===== src/rtl/vga_pkg.sv =====
// Shared VGA constants and the bounce-axis state type.
package vga_pkg;

   localparam int SCREEN_WIDTH  = 640;
   localparam int SCREEN_HEIGHT = 480;
   localparam int RGB_W         = 12;

   // Syncs are active-low: asserted level and idle level.
   localparam logic SYNC_ACTIVE = 1'b0;
   localparam logic SYNC_IDLE   = 1'b1;

   typedef enum logic {INC, DEC} axis_state_t;

endpackage


===== src/rtl/vga_bounce_axis.sv =====
// One axis of sprite motion: steps by STEP on each update and reverses at 0 and LIM.
module vga_bounce_axis
   import vga_pkg::*;
#(
   parameter int LIM  = 608,
   parameter int STEP = 2,
   parameter int INIT = 0
) (
   input  logic       pclk,
   input  logic       rst,
   input  logic       update,
   output logic [9:0] pos,
   output logic       bounce
);

   axis_state_t state, state_next;
   logic [9:0]  pos_next;
   logic [10:0] sum;

   // Next position/direction; bounce is flagged only on an update that hits a wall.
   always_comb begin
      state_next = state;
      pos_next   = pos;
      bounce     = 1'b0;
      sum        = {1'b0, pos} + 11'(STEP);
      if (update) begin
         unique case (state)
            INC: begin
               if (sum >= 11'(LIM)) begin
                  pos_next   = 10'(LIM);
                  state_next = DEC;
                  bounce     = 1'b1;
               end else begin
                  pos_next = sum[9:0];
               end
            end
            DEC: begin
               if (pos <= 10'(STEP)) begin
                  pos_next   = '0;
                  state_next = INC;
                  bounce     = 1'b1;
               end else begin
                  pos_next = pos - 10'(STEP);
               end
            end
            default: ;
         endcase
      end
   end

   // State and position registers.
   always_ff @(posedge pclk) begin
      if (rst) begin
         state <= INC;
         pos   <= 10'(INIT);
      end else begin
         state <= state_next;
         pos   <= pos_next;
      end
   end

endmodule


===== src/rtl/vga_sprite_renderer.sv =====
// Bouncing square sprite over a flat background, two-stage registered pixel pipeline.
module vga_sprite_renderer
   import vga_pkg::*;
#(
   parameter int               BOX_SIZE  = 32,
   parameter int               STEP      = 2,
   parameter int               FRAME_DIV = 1,
   parameter logic [RGB_W-1:0] BOX_COLOR = 12'hF00,
   parameter logic [RGB_W-1:0] BG_COLOR  = 12'h00F,
   parameter int               X_INIT    = 304,
   parameter int               Y_INIT    = 224
) (
   input  logic             pclk,
   input  logic             rst,
   input  logic [9:0]       hcount,
   input  logic [9:0]       vcount,
   input  logic             hsync_in,
   input  logic             vsync_in,
   input  logic             display_in,
   input  logic             eof,
   input  logic             enable,
   output logic [RGB_W-1:0] rgb,
   output logic             hsync_out,
   output logic             vsync_out,
   output logic             display_out,
   output logic [7:0]       bounce_count
);

   localparam int X_LIM = SCREEN_WIDTH - BOX_SIZE;
   localparam int Y_LIM = SCREEN_HEIGHT - BOX_SIZE;

   logic [7:0]  div_cnt;
   logic        div_wrap, update;
   logic [9:0]  x_pos, y_pos;
   logic        x_bounce, y_bounce;
   logic [10:0] x_end, y_end;
   logic        in_box;
   logic        box_q, disp_q, hs_q, vs_q;

   assign div_wrap = (div_cnt == 8'(FRAME_DIV - 1));
   assign update   = eof && enable && !rst && div_wrap;

   // Frame divider: counts enabled end-of-frame strobes.
   always_ff @(posedge pclk) begin
      if (rst)
         div_cnt <= '0;
      else if (eof && enable)
         div_cnt <= div_wrap ? '0 : div_cnt + 8'd1;
   end

   vga_bounce_axis #(.LIM(X_LIM), .STEP(STEP), .INIT(X_INIT)) x_axis (
      .pclk(pclk), .rst(rst), .update(update), .pos(x_pos), .bounce(x_bounce)
   );

   vga_bounce_axis #(.LIM(Y_LIM), .STEP(STEP), .INIT(Y_INIT)) y_axis (
      .pclk(pclk), .rst(rst), .update(update), .pos(y_pos), .bounce(y_bounce)
   );

   // Count updates with any wall hit; a corner hit counts once.
   always_ff @(posedge pclk) begin
      if (rst)
         bounce_count <= '0;
      else if (x_bounce || y_bounce)
         bounce_count <= bounce_count + 8'd1;
   end

   // Sprite hit test with 11-bit end coordinates so x+BOX_SIZE cannot wrap.
   always_comb begin
      x_end  = {1'b0, x_pos} + 11'(BOX_SIZE);
      y_end  = {1'b0, y_pos} + 11'(BOX_SIZE);
      in_box = (hcount >= x_pos) && ({1'b0, hcount} < x_end) &&
               (vcount >= y_pos) && ({1'b0, vcount} < y_end);
   end

   // Stage 1: hit flag plus delayed qualifier and syncs.
   always_ff @(posedge pclk) begin
      if (rst) begin
         box_q  <= 1'b0;
         disp_q <= 1'b0;
         hs_q   <= SYNC_IDLE;
         vs_q   <= SYNC_IDLE;
      end else begin
         box_q  <= in_box;
         disp_q <= display_in;
         hs_q   <= hsync_in;
         vs_q   <= vsync_in;
      end
   end

   // Stage 2: colour select and aligned sync outputs.
   always_ff @(posedge pclk) begin
      if (rst) begin
         rgb         <= '0;
         display_out <= 1'b0;
         hsync_out   <= SYNC_IDLE;
         vsync_out   <= SYNC_IDLE;
      end else begin
         rgb         <= !disp_q ? '0 : (box_q ? BOX_COLOR : BG_COLOR);
         display_out <= disp_q;
         hsync_out   <= hs_q;
         vsync_out   <= vs_q;
      end
   end

endmodule


===== config.mk =====
export PLATFORM = sky130hd
export DESIGN_NAME = vga_sprite_renderer
export DESIGN_NICKNAME = d
export VERILOG_FILES = /design/src/rtl/vga_pkg.sv /design/src/rtl/vga_bounce_axis.sv /design/src/rtl/vga_sprite_renderer.sv
export SDC_FILE = /design/constraint.sdc
export NUM_CORES = 1
export LEC_CHECK = 0
export ABC_AREA = 1
export CAP_MARGIN = 10
export CORE_MARGIN = 2
export CORE_UTILIZATION = 45
export DETAILED_ROUTE_END_ITERATION = 10
export GPL_ROUTABILITY_DRIVEN = 0
export GPL_TIMING_DRIVEN = 0
export HOLD_SLACK_MARGIN = 0.15
export PLACE_DENSITY_LB_ADDON = 0.25
export SYNTH_ARGS = -nofsm -noshare
export SYNTH_HDL_FRONTEND = slang
export SYNTH_SLANG_ARGS = --single-unit

===== constraint.sdc =====
create_clock -name pclk -period 2.35 [get_ports pclk]
set_input_delay 0.47 -clock pclk [delete_from_list [all_inputs] [get_ports pclk]]
set_output_delay 0.47 -clock pclk [all_outputs]
set_load 0.03 [all_outputs]

Word-level counts from Yosys, hierarchy flattened

Cells that the tools add are included.

$add $sub $neg: 8
Order comparisons: 8
Muxes and demuxes: 20
Bitwise gates (word level): 3
Reduce and logical (&&, ||, !) cells: 10

Operators with widths:

| operator                                                             | count |
|---|---|
| two-way mux 10 bit                                                   | 4 |
| one-hot mux 10 bit (2 select lines)                                  | 2 |
| adder 10 x 2 -> 11 bit (second input constant)                       | 2 |
| adder 10 x 6 -> 11 bit (second input constant)                       | 2 |
| < comparator 10 x 11 -> 1 bit                                        | 2 |
| greater-or-equal comparator 10 bit                                   | 2 |
| less-or-equal comparator 10 x 2 -> 1 bit (second input constant)     | 2 |
| subtractor 10 x 2 -> 10 bit (second input constant)                  | 2 |
| adder 8 x 1 -> 8 bit (second input constant)                         | 2 |
| two-way mux 12 bit                                                   | 1 |
| greater-or-equal comparator 11 x 10 -> 1 bit (second input constant) | 1 |
| greater-or-equal comparator 11 x 9 -> 1 bit (second input constant)  | 1 |
| zero test 8 bit                                                      | 1 |
| two-way mux 1 bit                                                    | 8 |
| two-way mux 8 bit                                                    | 1 |
| one-hot mux 1 bit (2 select lines)                                   | 4 |
| logical AND 1 bit                                                    | 6 |
| inverter 1 bit                                                       | 3 |
| OR reduction 2 bit                                                   | 1 |
| zero test 1 bit                                                      | 1 |
| logical OR 1 bit                                                     | 1 |

Flip-flop bits (word level): 57
Input port bits: 27

Depth between registers and ports, before layout

Depth after elaboration: 6
Mapped depth: 16

Hierarchy

A second synthesis with hierarchy kept.

Cells, all modules: 571
Area total of the unflattened synthesis: 3806.2 sq um

Modules (own cells, without submodules):

| module                   | times used | cells each | area an instance (sq um) |
|---|---|---|---|
| vga_sprite_renderer      | 1          | 300        | 2098.3 |
| vga_bounce_axis (x_axis) | 1          | 144        | 869.6 |
| vga_bounce_axis (y_axis) | 1          | 127        | 838.3 |

Worst setup path after synthesis

Ideal clock, no wire load.

Path kind: register to register
Start point: register x_axis.pos[6]
End point: register box_q
Library setup time: 0.125 ns
Arrival: 1.805 ns
Slack: 0.420 ns
Cell stages (with the launch flop): 10
Path buffers: 1
Cell sequence: dfxtp_1 buf_2 inv_1 ha_1 inv_1 ha_1 inv_1 or2_2 o41ai_1 nor2_1

Word-level cells in the longest chain between the ends: 5
Elaborated cells on any way between the ends: 6
Classes of those cells: add/sub (1); order compare (2); reduce/logical (3)

Ends and longest elaborated chain:

| what                             | line                      | RTL |
|---|---|---|
| start, declared                  | vga_bounce_axis.sv:12     | `output logic [9:0] pos,` |
| start signal, assigned           | vga_bounce_axis.sv:55     | `pos <= 10'(INIT);` |
| start signal, assigned           | vga_bounce_axis.sv:58     | `pos <= pos_next;` |
| adder 10 x 6 -> 11 bit           | vga_sprite_renderer.sv:69 | `x_end = {1'b0, x_pos} + 11'(BOX_SIZE);` |
| < comparator 10 x 11 -> 1 bit    | vga_sprite_renderer.sv:71 | `in_box = (hcount >= x_pos) && ({1'b0, hcount} < x_end) &&` |
| logical AND 1 bit * (2 in a row) | vga_sprite_renderer.sv:71 |  |
| logical AND 1 bit *              | vga_sprite_renderer.sv:72 | `(vcount >= y_pos) && ({1'b0, vcount} < y_end);` |
| end signal, assigned             | vga_sprite_renderer.sv:83 | `box_q <= in_box;` |
| end, declared                    | vga_sprite_renderer.sv:38 | `logic box_q, disp_q, hs_q, vs_q;` |

Every way passes the cells marked *; elsewhere a longest branch is shown, timed or not.
A chain may end at the register's enable or synchronous reset.

Worst setup path in the final report

Start point: input eof
End point: register x_axis.pos[6]

Word-level cells in the longest chain between the ends: 3

Ends and longest elaborated chain:

| what                           | line                      | RTL |
|---|---|---|
| start, declared                | vga_sprite_renderer.sv:20 | `input logic eof,` |
| logical AND 1 bit (3 in a row) | vga_sprite_renderer.sv:41 | `assign update = eof && enable && !rst && div_wrap;` |

No other way between the ends.

==> flow_summary.ini <==
[clock_network]
clockBufferDepth = 2
numCtsBuffers = 5
root_buffer = clkbuf_8
clk_pin_slew_ps = 90
cts_sinks = 45
htreeDepth = 2
cts_tree = built
clk_latency_ps = 300
cts-hold-fix-buffers = 0

[final_layout]
n_antenna_cell = 0
postLayoutCellArea_um2 = 4380
finalNonFillerCells = 683
nFillCells = 751
final_layout_size_suffix_gt1_frac = 0.136
synthToLayoutAreaGrowth_pct = 21.8
fin_nets = 648

[global_routing]
antenna_found_initial = 0
grt_max_degree = 15
track_usage = 0.201
overflow = 0
grt_pass1_vias = 3278
grt_pass1_wl_um = 14400

[yosys]
syn_area_um2 = 3600
yosys_most_used_dff = dfxtp_1
yosysUniqueCellTypes = 38
ys_ff_latch = 45
syn_avg_cell_area_um2 = 6.92
synthArstFlopShare = 0
synth_edf_count = 0
syn_inst = 520
ys_warn_count = 0
seq_area_frac_synth = 0.250

[floorplan]
die_w_um = 93.4
dieHeight_um = 93.4
num_rows = 32
die_area_um2 = 8730
top_level_ports = 50
core_region_area_um2 = 7730
initial_utilization = 0.466

[detailed_routing]
drt_iter0_markers = 163
dr_total_vias = 3613
wire_per_inst_um = 12.5
viasPerCell = 5.29
totalWireLength_um = 8550
ant_nets = 0
drtPass1Iterations = 4
drc = 0

[min_path]
hold_class = reg2reg

[sta]
period_needed_ps = 2150
maxClockFrequency_mhz = 464
slew_violations = 0
hold_slack_ps = 416
finalWorstSetupSlack_ps = 196
hold_viol_final = 0
finalClockSkew_ps = 4.34
setup_viol = 0
min_period_over_period = 0.917
final.setup.tns_ps = 0

[power]
vdd.ir_drop.worst_v = 0.000251
p_per_area_nw_per_um2 = 415
p_leak_nw = 1.92

[place]
pre_cts_ws_ps = -507
placed_cells = 668
portBuffers = 43
dpl.hpwl_um = 6590
post_dp_cell_area_um2 = 4170

[setup_path]
crit_type = in2reg
crit_buf_inv = 5
cpMaxStageDelayCell = clkdlybuf4s50_1
cpPeakStageDelay_ps = 450
cp-end-kind = flip-flop
required_ps = 2530
worstSetupStartpointType = input port
path_max_fanout = 10
critical_path_arrival_ps = 2330
critPathTopFamily = buffers and inverters
worstPathCellList = clkdlybuf4s50_1, nand2_1, inv_1, nand4_1, nor2_4, buf_4, nor2_4, inv_1, buf_2, o21ai_0

[flow_run]
maxCapViolations = 0

[outcome]
status = complete, no violations
per-layer routing:
| metal | GRT usage | part of all wire | up-vias |
|---|---|---|---|
| li1 | - | - | 1854 |
| met1 | 0.255 | 0.45 | 1654 |
| met2 | 0.346 | 0.49 | 90 |
| met3 | 0.0258 | 0.043 | 15 |
| met4 | 0.0748 | 0.014 | 0 |
| met5 | 0 | 0 | - |
layout make-up:
class / count / area [µm²] / area share
buffer: 21 / 148 / 0.0337
clock buffer: 5 / 68.8 / 0.0157
clock inverter: 3 / 65.1 / 0.0148
inverter: 61 / 233 / 0.0531
multi-input combinational: 396 / 2350 / 0.537
sequential: 45 / 905 / 0.206
tap: 102 / 128 / 0.0291
timing repair buffer: 50 / 483 / 0.110
metrics by stage:
step | util | power [W]
finish | 0.567 | 0.00182
CTS | 0.558 | 0.00183
floorplan | - | 0.00102
global route | 0.567 | 0.00192
detailed placement | 0.539 | 0.00112
global placement | 0.539 | 0.00112
worst paths after layout:
kind	start	end	slack, ps	cells past startpoint
max	eof	x_axis.pos[6]	200	10
min reg2reg	hs_q	hsync_out	420	1
max reg2reg	x_axis.pos[6]	box_q	200	9
min	hs_q	hsync_out	420	1
state kept, by name, summed over array words and instances (netlist names):
register / cells
x_axis.pos: 9
rgb: 2
div_cnt: 8
x_axis.state: 1
hs_q: 1
y_axis.state: 1
box_q: 1
disp_q: 1
y_axis.pos: 9
vs_q: 1
bounce_count: 8
display_out: 1
vsync_out: 1
hsync_out: 1
logic make-up (layout without fill, tap and decap cells):
kind of cell,after synthesis,in the layout,share of synthesized area
and+or+nand+nor,240,240,0.315
AOI/OAI and AO/OA,92,92,0.140
buffers and inverters,82,140,0.104
adders and majority gates,41,41,0.143
DFF,45,45,0.250
other,1,4,0.00104
xor gates and xnor gates,19,19,0.0462
cells in the final DEF (no fill, tap or decap), types with 13 or more instances in the layout:
| master | count |
|---|---|
| a21oi_1 | 38 |
| buf_4 | 22 |
| clkdlybuf4s50_1 | 43 |
| dfxtp_1 | 42 |
| ha_1 | 41 |
| inv_1 | 45 |
| inv_2 | 13 |
| nand2_1 | 84 |
| nand3_1 | 45 |
| nor2_1 | 52 |
| o21ai_0 | 33 |
| xor2_1 | 18 |
cell usage after synthesis (5+ instances only):
master / n / area, µm²
ha_1: 41 / 513
dfxtp_1: 45 / 901
o21ai_0: 33 / 165
or2_2: 8 / 50.1
buf_4: 15 / 113
a21oi_1: 38 / 190
xor2_1: 18 / 158
nand3_2: 5 / 50.1
nand2_1: 84 / 315
inv_2: 13 / 48.8
nand3_1: 45 / 225
inv_1: 45 / 169
nor2_1: 53 / 199
nand4_1: 12 / 75.1
nor3_1: 11 / 55.1
where the power goes:
part           leakage (nW)  switching, W  internal, W  total (W)
clock network        0.0681      0.000272     0.000422   0.000694
registers             0.365     0.0000140     0.000780   0.000794
logic                  1.49      0.000184     0.000147   0.000331
repair_timing:
item | in CTS | in global routing
resized for setup | 2 | 9
pin swaps | 0 | 2
buffers inserted | 0 | 7
endpoints found under the setup margin | 10 | 24
No activity file was read; power rests on OpenSTA's default activity.
